<file path="src/rtl/fifo_pkg.sv">
// rtl/fifo_pkg.sv - shared types and sizing helpers for the parametrised FIFO
// Purpose: count-width helper and the status bundle shared by the FIFO, its
//          interface and any monitor that wants all flags as one value.
// Ports:   none (package).
package fifo_pkg;

    // Occupancy runs 0..DEPTH inclusive, so it needs one bit more than the pointers.
    function automatic int cnt_w(input int depth);
        return $clog2(depth) + 1;
    endfunction

    typedef struct packed {
        logic full;
        logic empty;
        logic almost_full;
        logic almost_empty;
        logic overflow;
        logic underflow;
    } fifo_status_t;

endpackage

</file>
<file path="src/rtl/sync_fifo_param_if.sv">
// rtl/sync_fifo_param_if.sv - producer/consumer bus of the parametrised FIFO
// Purpose: groups write/read requests, data and status of sync_fifo_param.
// Ports:   none; master modport = producer/consumer side, slave modport = FIFO side.
//          wr, data_in, rd            : requests and write data (master -> slave)
//          data_out, fifo_cnt, flags  : read data, occupancy, status (slave -> master)
interface sync_fifo_param_if import fifo_pkg::*; #(
    parameter int DATA_W = 8,
    parameter int DEPTH  = 16
);
    localparam int CW = cnt_w(DEPTH);

    logic              wr;
    logic [DATA_W-1:0] data_in;
    logic              rd;
    logic [DATA_W-1:0] data_out;
    logic              full;
    logic              empty;
    logic              almost_full;
    logic              almost_empty;
    logic              overflow;
    logic              underflow;
    logic [CW-1:0]     fifo_cnt;

    modport master (
        output wr, data_in, rd,
        input  data_out, full, empty, almost_full, almost_empty,
               overflow, underflow, fifo_cnt
    );

    modport slave (
        input  wr, data_in, rd,
        output data_out, full, empty, almost_full, almost_empty,
               overflow, underflow, fifo_cnt
    );
endinterface

</file>
<file path="src/rtl/fifo_mem_2p.sv">
// rtl/fifo_mem_2p.sv - DEPTH x DATA_W storage, sync write / async read
// Purpose: FIFO storage array; contents are never reset.
// Ports:   clk   in  clock
//          we    in  write enable
//          waddr in  write address (AW)
//          wdata in  write data (DATA_W)
//          raddr in  read address (AW)
//          rdata out read data, combinational from raddr (DATA_W)
module fifo_mem_2p #(
    parameter  int DATA_W = 8,
    parameter  int DEPTH  = 16,
    localparam int AW     = $clog2(DEPTH)
) (
    input  logic              clk,
    input  logic              we,
    input  logic [AW-1:0]     waddr,
    input  logic [DATA_W-1:0] wdata,
    input  logic [AW-1:0]     raddr,
    output logic [DATA_W-1:0] rdata
);
    logic [DATA_W-1:0] mem [DEPTH];

    always_ff @(posedge clk) begin
        if (we) begin
            mem[waddr] <= wdata;
        end
    end

    assign rdata = mem[raddr];
endmodule

</file>
<file path="src/rtl/sync_fifo_param.sv">
// rtl/sync_fifo_param.sv - parametrised single-clock FIFO with thresholds and FWFT mode
// Purpose: pointers, occupancy count, status flags and read-mode muxing around fifo_mem_2p.
// Ports:   clk  in  clock, all logic on posedge
//          rst  in  synchronous reset, active-high
//          bus  slave modport of sync_fifo_param_if (wr, data_in, rd, data_out,
//               full, empty, almost_full, almost_empty, overflow, underflow, fifo_cnt)
module sync_fifo_param import fifo_pkg::*; #(
    parameter int DATA_W    = 8,
    parameter int DEPTH     = 16,
    parameter int AF_THRESH = DEPTH - 2,
    parameter int AE_THRESH = 2,
    parameter int FWFT      = 0
) (
    input logic               clk,
    input logic               rst,
    sync_fifo_param_if.slave  bus
);
    localparam int AW = $clog2(DEPTH);
    localparam int CW = cnt_w(DEPTH);

    if (DEPTH < 2 || (DEPTH & (DEPTH - 1)) != 0) begin : g_bad_depth
        $error("sync_fifo_param: DEPTH must be a power of 2 and >= 2");
    end
    if (AF_THRESH < 1 || AF_THRESH > DEPTH) begin : g_bad_af
        $error("sync_fifo_param: AF_THRESH out of range 1..DEPTH");
    end
    if (AE_THRESH < 0 || AE_THRESH > DEPTH - 1) begin : g_bad_ae
        $error("sync_fifo_param: AE_THRESH out of range 0..DEPTH-1");
    end

    logic [AW-1:0]     wr_ptr;
    logic [AW-1:0]     rd_ptr;
    logic [CW-1:0]     cnt;
    logic              ovf_q;
    logic              unf_q;
    logic              wr_acc;
    logic              rd_acc;
    logic [DATA_W-1:0] head;
    fifo_status_t      status;

    // Level flags come from the registered count only, so rd/wr never reach them combinationally.
    always_comb begin
        status              = '0;
        status.full         = (cnt == CW'(DEPTH));
        status.empty        = (cnt == '0);
        status.almost_full  = (cnt >= CW'(AF_THRESH));
        status.almost_empty = (cnt <= CW'(AE_THRESH));
        status.overflow     = ovf_q;
        status.underflow    = unf_q;
    end

    assign wr_acc = bus.wr & ~status.full;
    assign rd_acc = bus.rd & ~status.empty;

    always_ff @(posedge clk) begin
        if (rst) begin
            wr_ptr <= '0;
            rd_ptr <= '0;
            cnt    <= '0;
            ovf_q  <= 1'b0;
            unf_q  <= 1'b0;
        end else begin
            ovf_q <= bus.wr & status.full;
            unf_q <= bus.rd & status.empty;
            if (wr_acc) begin
                wr_ptr <= wr_ptr + 1'b1;
            end
            if (rd_acc) begin
                rd_ptr <= rd_ptr + 1'b1;
            end
            // A push and pop in the same cycle leave the count unchanged.
            if (wr_acc && !rd_acc) begin
                cnt <= cnt + 1'b1;
            end else if (rd_acc && !wr_acc) begin
                cnt <= cnt - 1'b1;
            end
        end
    end

    fifo_mem_2p #(
        .DATA_W (DATA_W),
        .DEPTH  (DEPTH)
    ) u_mem (
        .clk   (clk),
        .we    (wr_acc),
        .waddr (wr_ptr),
        .wdata (bus.data_in),
        .raddr (rd_ptr),
        .rdata (head)
    );

    if (FWFT != 0) begin : g_fwft
        // Head word is shown directly; masked to zero while nothing is stored.
        assign bus.data_out = status.empty ? '0 : head;
    end else begin : g_reg_rd
        logic [DATA_W-1:0] data_q;

        always_ff @(posedge clk) begin
            if (rst) begin
                data_q <= '0;
            end else if (rd_acc) begin
                data_q <= head;
            end
        end

        assign bus.data_out = data_q;
    end

    assign bus.full         = status.full;
    assign bus.empty        = status.empty;
    assign bus.almost_full  = status.almost_full;
    assign bus.almost_empty = status.almost_empty;
    assign bus.overflow     = status.overflow;
    assign bus.underflow    = status.underflow;
    assign bus.fifo_cnt     = cnt;
endmodule

</file>
<file path="src/flat_wrapper.sv">
// flat-port wrapper written by rule: the top's interface ports become plain ports
module sync_fifo_param_flat import fifo_pkg::*;
#(
    parameter int DATA_W    = 8,
    parameter int DEPTH     = 16,
    parameter int AF_THRESH = DEPTH - 2,
    parameter int AE_THRESH = 2,
    parameter int FWFT      = 0
)
  (clk, rst, bus_wr, bus_data_in, bus_rd, bus_data_out, bus_full, bus_empty, bus_almost_full, bus_almost_empty, bus_overflow, bus_underflow, bus_fifo_cnt);
  sync_fifo_param_if #(.DATA_W(DATA_W), .DEPTH(DEPTH)) bus_i ();
  input logic clk;
  input logic rst;
  input wire logic [$bits(bus_i.wr)-1:0] bus_wr;
  input wire logic [$bits(bus_i.data_in)-1:0] bus_data_in;
  input wire logic [$bits(bus_i.rd)-1:0] bus_rd;
  output wire logic [$bits(bus_i.data_out)-1:0] bus_data_out;
  output wire logic [$bits(bus_i.full)-1:0] bus_full;
  output wire logic [$bits(bus_i.empty)-1:0] bus_empty;
  output wire logic [$bits(bus_i.almost_full)-1:0] bus_almost_full;
  output wire logic [$bits(bus_i.almost_empty)-1:0] bus_almost_empty;
  output wire logic [$bits(bus_i.overflow)-1:0] bus_overflow;
  output wire logic [$bits(bus_i.underflow)-1:0] bus_underflow;
  output wire logic [$bits(bus_i.fifo_cnt)-1:0] bus_fifo_cnt;
  assign bus_i.wr = bus_wr;
  assign bus_i.data_in = bus_data_in;
  assign bus_i.rd = bus_rd;
  assign bus_data_out = bus_i.data_out;
  assign bus_full = bus_i.full;
  assign bus_empty = bus_i.empty;
  assign bus_almost_full = bus_i.almost_full;
  assign bus_almost_empty = bus_i.almost_empty;
  assign bus_overflow = bus_i.overflow;
  assign bus_underflow = bus_i.underflow;
  assign bus_fifo_cnt = bus_i.fifo_cnt;
  sync_fifo_param #(.DATA_W(DATA_W), .DEPTH(DEPTH), .AF_THRESH(AF_THRESH), .AE_THRESH(AE_THRESH), .FWFT(FWFT)) u_core (.clk(clk), .rst(rst), .bus(bus_i));
endmodule
</file>
<file path="config.mk">
export PLATFORM = sky130hd
export DESIGN_NAME = sync_fifo_param_flat
export DESIGN_NICKNAME = d
export VERILOG_FILES = /design/src/rtl/fifo_pkg.sv /design/src/rtl/sync_fifo_param_if.sv /design/src/rtl/fifo_mem_2p.sv /design/src/rtl/sync_fifo_param.sv /design/src/flat_wrapper.sv
export SDC_FILE = /design/constraint.sdc
export NUM_CORES = 1
export LEC_CHECK = 0
export BUFFER_PORTS_ARGS = -buffer_cell sky130_fd_sc_hd__buf_4
export CORE_UTILIZATION = 40
export DETAILED_ROUTE_END_ITERATION = 16
export PLACE_DENSITY = 0.66
export SYNTH_ARGS = -nofsm -noshare
export SYNTH_HDL_FRONTEND = slang
export SYNTH_HIERARCHICAL = 1
export SYNTH_SLANG_ARGS = --single-unit
export TNS_END_PERCENT = 100
</file>
<file path="constraint.sdc">
create_clock -name clk -period 5.2 [get_ports clk]
set_input_delay 0.52 -clock clk [delete_from_list [all_inputs] [get_ports clk]]
set_output_delay 0.52 -clock clk [all_outputs]
set_load 0.005 [all_outputs]
</file>
# Word-level counts from Yosys, hierarchy flattened
# Memories as Yosys holds them, arrays and structs flattened. A register that Yosys moved wholly into a read port is not among the register bits.
# Index checks and enable logic that the tools add are counted.
# totals
reg_bits	15
memories	1
ram_bits	128
input_bits	12
# mem_list
memory	words	width	rd	rd_ports_with_merged_regs	write_ports	line_no	rtl
u_core.u_mem.mem	16	8	1	1	1	fifo_mem_2p.sv:21	logic [DATA_W-1:0] mem [DEPTH];
# classes
magnitude_cmp	2
n_eq_ne	1
n_reduce_logical	6
bitwise_logic	6
mux	4
n_addsub	4
# ops
cell	count
$mux W5	2
$add A4 B1 Y4 const B	2
$add A5 B1 Y5 const B	1
$eq A5 B5 Y1 const B	1
$ge A5 B4 Y1 const B	1
$le A5 B2 Y1 const B	1
$logic_not A5 Y1	1
$sub A5 B1 Y5 const B	1
$and A1 B1 Y1	4
$logic_and A1 B1 Y1	2
$logic_not A1 Y1	2
$mux W1	2
$not A1 Y1	2
$reduce_bool A2 Y1	1

# Logic depth before layout (Yosys ltp)
# Gate-level depths: netlist of the first run.
# logic_depth
ltp_word	7
depth_mapped	11

# Hierarchy
# The synthesis of the first run kept the hierarchy.
# modules_own_cells
mod	seq_area_each_um2	instances	cells_per_inst	area_each_um2
fifo_mem_2p	3843.7	1	221	4987.3
sync_fifo_param	460.4	1	117	1091.0

# Worst setup path after synthesis of the first run
# Ideal clock, no wire load.
# synth_path
path_kind	register -> register
startpoint	register u_core.cnt[0] (netlist: u_core/bus.fifo_cnt[0])
endpoint	register u_core.cnt[4] (netlist: u_core/bus.fifo_cnt[4])
slack_ns	2.409
arrival_time_ns	2.670
path_buffers	2
path_stages_with_launch	12
synth_period_minus_slack_ns	2.791
required_time_ns	5.079
cell_sequence	dfxtp_1 > or4_1 > buf_2 > o21ai_4 > buf_12 > ha_1 > inv_1 > ha_1 > nand2b_1 > a21oi_1 > mux2i_1 > mux2_2
# synth_between
elab_chain_len	6
elab_cells_between_ends	15
classes_between	add/sub (2); eq/ne (1); mux (2); bitwise (4); reduce/logical (6)
# synth_rtl
element	line_no	rtl
start, declared	sync_fifo_param.sv:33	logic [CW-1:0] cnt;
start signal, assigned	sync_fifo_param.sv:73	cnt <= cnt + 1'b1;
start signal, assigned	sync_fifo_param.sv:75	cnt <= cnt - 1'b1;
parallel branches: the longest is 6 deep, another holds $sub A5 B1 Y5	n/a	
# Parallel ways; which one is timed is not known. The select of a mux whose other input is x is not followed.
# A chain may end at the register's enable or synchronous reset.

# Final worst setup path of the first run
# Ends and elaborated chain as after synthesis.

==> metrics.cfg, run 1 <==
[die]
rows = 44
dieArea_mm2 = 0.0157
ios = 31
die_w_um = 125
start_util_pct = 41.4
core_mm2 = 0.0147
die_h_um = 125

[clock_network]
h-tree-depth = 4
cts.sinks = 151
clkTransAtPathRegs_ns = 0.06
postCtsSetupRepairBufs = 0
clk_latency_ns = 0.42
post_cts_resized = 0
clockBufferDepth = 2
cts_tree = done
numCtsBuffers = 17
ctsHoldBuffers = 0
root_buffer = clkbuf_16

[routing]
drt-wirelength-per-cell_um = 19.8
vias_per_cell = 5.39
drt-initial-drc-count = 171
vias = 3087
drc = 4
wl_um = 11300
antenna_left = 0
dr.pass1.iters = 10

[global_routing]
grt_max_degree = 28
antenna_found_initial = 1
first_global_vias = 3137
grt.total_usage_pct = 15.7
grt_pass1_wl_um = 17600
overflow = 0

[logic_synthesis]
seq_area_frac_synth_pct = 70.8
netlist_instances = 338
synth_area_leaders = edfxtp_1 63%, dfxtp_1 7.6%, mux4_2 6.7%, mux4_1 6.1%, nor2_1 2.7%
synth.distinct_cells = 40
yosysWarnings = 6
ys_ff_latch = 151
postSynthAreaPerCell_um2 = 18.0
yosys.area.top_type = edfxtp_1
synth_nets = 357
synth_top_area_share_pct = 63.2
ys_async_sr_fraction_pct = 0
synth_edf_count = 128
syn_area_mm2 = 0.00608
synth_ff_type = edfxtp_1

[setup_path]
criticalPathCategory = reg2reg
worst_setup_path_end_kind = register
start_kind = register
cp_data_arrival_time_ns = 3.49
crit_required_ns = 5.50
crit_path_max_fanout = 11

[timing]
max_clock_freq_mhz = 313
setup_viol = 0
finalCriticalPeriod_ns = 3.19
skew_ns = 0.0148
final-hold-violation-count = 0
setup_slack_ns = 2.01
worst_pin_slew_ns = 0.952
slew_viol_final = 0
fin_hold_ws_ns = 0.400
rsz0062_at_grt = no
max_slew_margin_pct = 36.3
period_share_pct = 61.4
setup-tns-final_ns = 0

[final_layout]
multi_input_area_mm2 = 0.00163
nets = 395
areaGrowthSynthToFinish_pct = 15.7
antenna_cells = 0
stdcell_count = 573
drive_gt1_share_pct = 22.1
postLayoutCellArea_mm2 = 0.00704
seq_area_mm2 = 0.00431
num-fill-cells = 1217
final_util_pct = 47.9

[power_and_ir_drop]
swShare_pct = 26.8
clkPwrFrac_pct = 34.2
p_int_mw = 2.57
p_switching_uw = 942
p_per_area_mw_per_mm2 = 499
power.total_mw = 3.51
seqPwrFrac_pct = 42.6
comb_power_share_pct = 23.2
leakagePower_nw = 2.41
vdd_drop_max_mv = 0.262

[placed_design]
hpwl_um = 7230
dp_cells = 541
pre_cts_ws_ns = 2.02
io_buffer_count = 30
gp_congestion = 0.733
placed_cell_area_mm2 = 0.00645

[run_status]
violations = design-rule violations
status = finished with violations

[hold_path]
hold_class = in2reg

[run]
drv_cap = 0

[final timing paths]
check	from	endpoint	slack, ns	depth (start not counted)
max	u_core/bus.fifo_cnt[0]	u_core/bus.fifo_cnt[4]	2.01	9
min	bus_data_in[0]	u_core/u_mem/mem[15][0]	0.40	1
max reg2reg	u_core/bus.fifo_cnt[0]	u_core/bus.fifo_cnt[4]	2.01	9
min reg2reg	u_core/bus.data_out[0]	u_core/bus.data_out[0]	0.51	2
[registers in the layout, indices dropped and copies added, names as in the netlist]
register	count
u_core/rd_ptr	4
u_core/bus.overflow	1
u_core/bus.fifo_cnt	5
u_core/u_mem/mem	128
u_core/bus.data_out	8
u_core/bus.underflow	1
u_core/wr_ptr	4
[cell type report]
type | count | share of cell area [%]
flip-flops and latches | 151 | 61.2
well taps | 184 | 3.27
clock buffers | 18 | 6.10
inverters | 5 | 0.267
repair buffers | 36 | 3.84
multi-input cells | 165 | 23.1
clock inverters | 14 | 2.22
[worst max-delay path, stage by stage, from the launching register on]
cell and delay, ns:
dfxtp_1 0.37, or4_1 0.72, o21ai_4 0.46, ha_1 0.30, inv_1 0.11, ha_1 0.34, nand2b_1 0.07, a21oi_1 0.15
mux2i_1 0.22, mux2_2 0.34
[kinds of logic after synthesis]
family | Yosys count | share of synthesized area [%]
xor gates and xnor gates | 8 | 1.15
and+or+nand+nor | 78 | 5.89
buffers and inverters | 22 | 2.45
adders and majority gates | 7 | 1.56
AOI/OAI and AO/OA | 28 | 3.42
DFF | 151 | 70.8
muxes | 44 | 14.7
[routing by layer]
layer	vias to the layer above	wire (µm)	global-route usage, %
met5	-	13	0
met4	2	142	5.38
met3	14	631	5.52
met2	79	5700	25.5
met1	1568	4860	19.6
li1	1424	-	-
[cell usage in the layout, fill, tap and decap left out, types with 2 or more instances in the layout]
master,count
nor4_1,3
clkbuf_16,17
a22oi_1,16
clkinv_1,3
mux4_1,14
dfxtp_1,22
nor2_1,43
clkinvlp_4,3
ha_1,6
nand3b_1,2
xnor2_1,2
clkinv_2,3
inv_1,5
nand2_1,11
o211ai_1,3
buf_4,36
mux2i_1,11
nor3_1,4
nand2b_1,3
bufinv_16,3
nand3_1,3
a21oi_1,5
mux4_2,18
edfxtp_1,128
xor2_1,6
[cell usage after synthesis (all sizes together) (2+ instances only)]
library cell / count
a21oi: 5
a22oi: 16
buf: 9
clkbuf: 5
clkdlybuf4s25: 3
dfxtp: 23
edfxtp: 128
ha: 6
inv: 5
mux2i: 11
mux4: 32
nand2: 11
nand2b: 3
nand3: 3
nand3b: 2
nor2: 43
nor3: 4
nor4: 3
o211ai: 3
xnor2: 2
xor2: 6
[power by group through the flow]
stage	registers [mW]	logic, mW	clock network, mW
final	1.50	0.813	1.20
after global routing	1.51	0.889	1.28
after CTS	1.50	0.821	1.23
after detailed placement	1.52	0.819	0
after global placement	1.52	0.804	0
after floorplan	1.48	0.648	0
Note: power is estimated with default switching activity, not from simulation.
==> inputs of run 2 (changes only) <==
- clock period: 5.2 -> 2.94 ns (I/O delays scaled with it)
==> run 2 against run 1 <==
Against the previous run: the run now ends clean; sequential power rose by 77%; power rose by 92%; utilization rose by 1.6 points; final cell count rose by 3.0%; flip-flop and latch count did not move; hold slack got worse by 0.22 ns; combinational power rose by 92%; sequential share of layout area fell by 2.0 points; clock power rose by 110%; clock skew fell by 0.0075 ns; clock-buffer cell count fell by 1; critical endpoint unchanged; largest cell class unchanged; largest power group unchanged.
==> metrics.cfg, run 2 (synthesis gave the netlist of run 1 again) <==
[final_layout]
mostFrequentLayoutCell = edfxtp_1  ; unchanged
regMostFlops = u_core/u_mem/mem  ; unchanged
largest_reg_flops = 128  ; unchanged
stdcell_count = 590  ; was 573
antenna_cells = 0  ; unchanged
final_util_pct = 49.5  ; was 47.9%
nets = 412  ; was 395
areaGrowthSynthToFinish_pct = 19.6  ; was 15.7%
drive_gt1_share_pct = 26.6  ; was 22.1%
layout_common_cells = 128 x edfxtp_1, 53 x buf_4, 43 x nor2_1  ; was 128 x edfxtp_1, 43 x nor2_1, 36 x buf_4

[routing]
drt-wirelength-per-cell_um = 20.6  ; was 19.8 µm
drc = 0  ; was 4
vias_per_cell = 5.47  ; was 5.39
vias = 3225  ; was 3087
wl_um = 12100  ; was 11300 µm
antenna_left = 0  ; unchanged
dr.pass1.iters = 7  ; was 10
drt-initial-drc-count = 213  ; was 171

[timing]
finalCriticalPeriod_ns = 2.73  ; was 3.19 ns
fin_hold_ws_ns = 0.177  ; was 0.400 ns
final-hold-violation-count = 0  ; unchanged
slew_viol_final = 0  ; unchanged
rsz0062_at_grt = no  ; unchanged
worst_pin_slew_ns = 0.883  ; was 0.952 ns
skew_ns = 0.00725  ; was 0.0148 ns
setup_slack_ns = 0.215  ; was 2.01 ns
max_clock_freq_mhz = 367  ; was 313 MHz
setup_viol = 0  ; unchanged
setup-tns-final_ns = 0  ; unchanged
period_share_pct = 92.7  ; was 61.4%
max_slew_margin_pct = 40.9  ; was 36.3%

[power_and_ir_drop]
vdd_drop_max_mv = 0.470  ; was 0.262 mV
clkPwrFrac_pct = 37.4  ; was 34.2%
seqPwrFrac_pct = 39.4  ; was 42.6%
p_int_mw = 4.91  ; was 2.57 mW
swShare_pct = 27.0  ; was 26.8%
comb_power_share_pct = 23.2  ; about the same
p_per_area_mw_per_mm2 = 925  ; was 499 mW/mm²
p_switching_mw = 1.82  ; was 942 µW
leakagePower_nw = 2.55  ; was 2.41 nW

[die]
start_util_pct = 41.4  ; unchanged
ios = 31  ; unchanged
die_h_um = 125  ; unchanged
rows = 44  ; unchanged
core_mm2 = 0.0147  ; unchanged
dieArea_mm2 = 0.0157  ; unchanged
die_w_um = 125  ; unchanged

[clock_network]
root_buffer = clkbuf_16  ; unchanged
cts.sinks = 151  ; unchanged
h-tree-depth = 4  ; unchanged
clkTransAtPathRegs_ns = 0.06  ; about the same
cts_tree = done  ; unchanged
numCtsBuffers = 17  ; unchanged
clk_latency_ns = 0.42  ; about the same
clockBufferDepth = 2  ; unchanged

[placed_design]
pre_cts_ws_ns = 0.188  ; was 2.02 ns
io_buffer_count = 30  ; unchanged
dp_cells = 558  ; was 541
hpwl_um = 7680  ; was 7230 µm
gp_congestion = 0.778  ; was 0.733

[hold_path]
hold_class = in2reg  ; unchanged

[global_routing]
grt.total_usage_pct = 16.6  ; was 15.7%
antenna_found_initial = 0  ; was 1
grt_max_degree = 36  ; was 28
grt_pass1_wl_um = 18900  ; was 17600 µm
overflow = 0  ; unchanged
first_global_vias = 3367  ; was 3137

[setup_path]
crit_path_max_fanout = 7  ; was 11
criticalPathCategory = reg2reg  ; unchanged
start_kind = register  ; unchanged
worst_setup_path_end_kind = register  ; unchanged
crit_required_ns = 3.25  ; was 5.50 ns
ff2ff_setup_slack_ns = 0.21  ; was 2.01 ns
cp_data_arrival_time_ns = 3.03  ; was 3.49 ns

[run_status]
status = finished, final reports clean  ; was finished with violations

[run]
drv_cap = 0  ; unchanged

[run 2: cell type report]
cell class	instances	area, µm²
clock inverter	15	262
clock buffer	17	425
sequential	151	4310
multi-input combinational	165	1630
tap	184	230
timing repair buffer	53	398
inverter	5	18.8
fill	1187	7430
[run 2: power by group through the flow]
stage | registers (mW) | clock network (mW) | logic (mW)
global route | 2.68 | 2.63 | 1.71
CTS | 2.65 | 2.55 | 1.57
floorplan | 2.61 | 0 | 1.15
global placement | 2.67 | 0 | 1.52
detailed placement | 2.69 | 0 | 1.56
finish | 2.65 | 2.51 | 1.56
[run 2: final timing paths]
| path | cells after the start | end | startpoint |
|---|---|---|---|
| worst max-delay path | 9 | u_core/bus.fifo_cnt[4] | u_core/bus.fifo_cnt[0] |
| worst min-delay path | 3 | u_core/bus.overflow | bus_wr |
| worst max register to register | 9 | u_core/bus.fifo_cnt[4] | u_core/bus.fifo_cnt[0] |
| worst min register to register | 2 | u_core/bus.data_out[2] | u_core/bus.data_out[2] |
[run 2: repair_timing]
item | in CTS | in global routing
endpoints found under the hold margin | 0 | 0
setup endpoints to repair | 0 | 1
gates resized for setup | 0 | 1
hold buffers | 0 | 0
buffers inserted | 0 | 0
[run 2: per-layer routing]
metal	GRT usage, %	part of all wire (%)
met1	21.5	44
met2	27.1	49
met3	4.79	5.3
met4	5.38	0.99
met5	0	0
[run 2: through the flow]
| stage | power (mW) | instance area (µm²) |
|---|---|---|
| after global placement | 4.19 | 6580 |
| after global routing | 7.01 | 7270 |
| after CTS | 6.76 | 7260 |
| final | 6.72 | 7270 |
| after detailed placement | 4.25 | 6580 |
| after floorplan | 3.75 | 6080 |
[run 2: worst max-delay path, stage by stage, from the launching register on]
cell and delay, ns:
dfxtp_1 0.39, or4_1 0.62, o21ai_4 0.16, ha_1 0.23, inv_1 0.11, ha_1 0.34
nand2b_1 0.07, a21oi_1 0.16, mux2i_1 0.22, mux2_2 0.34
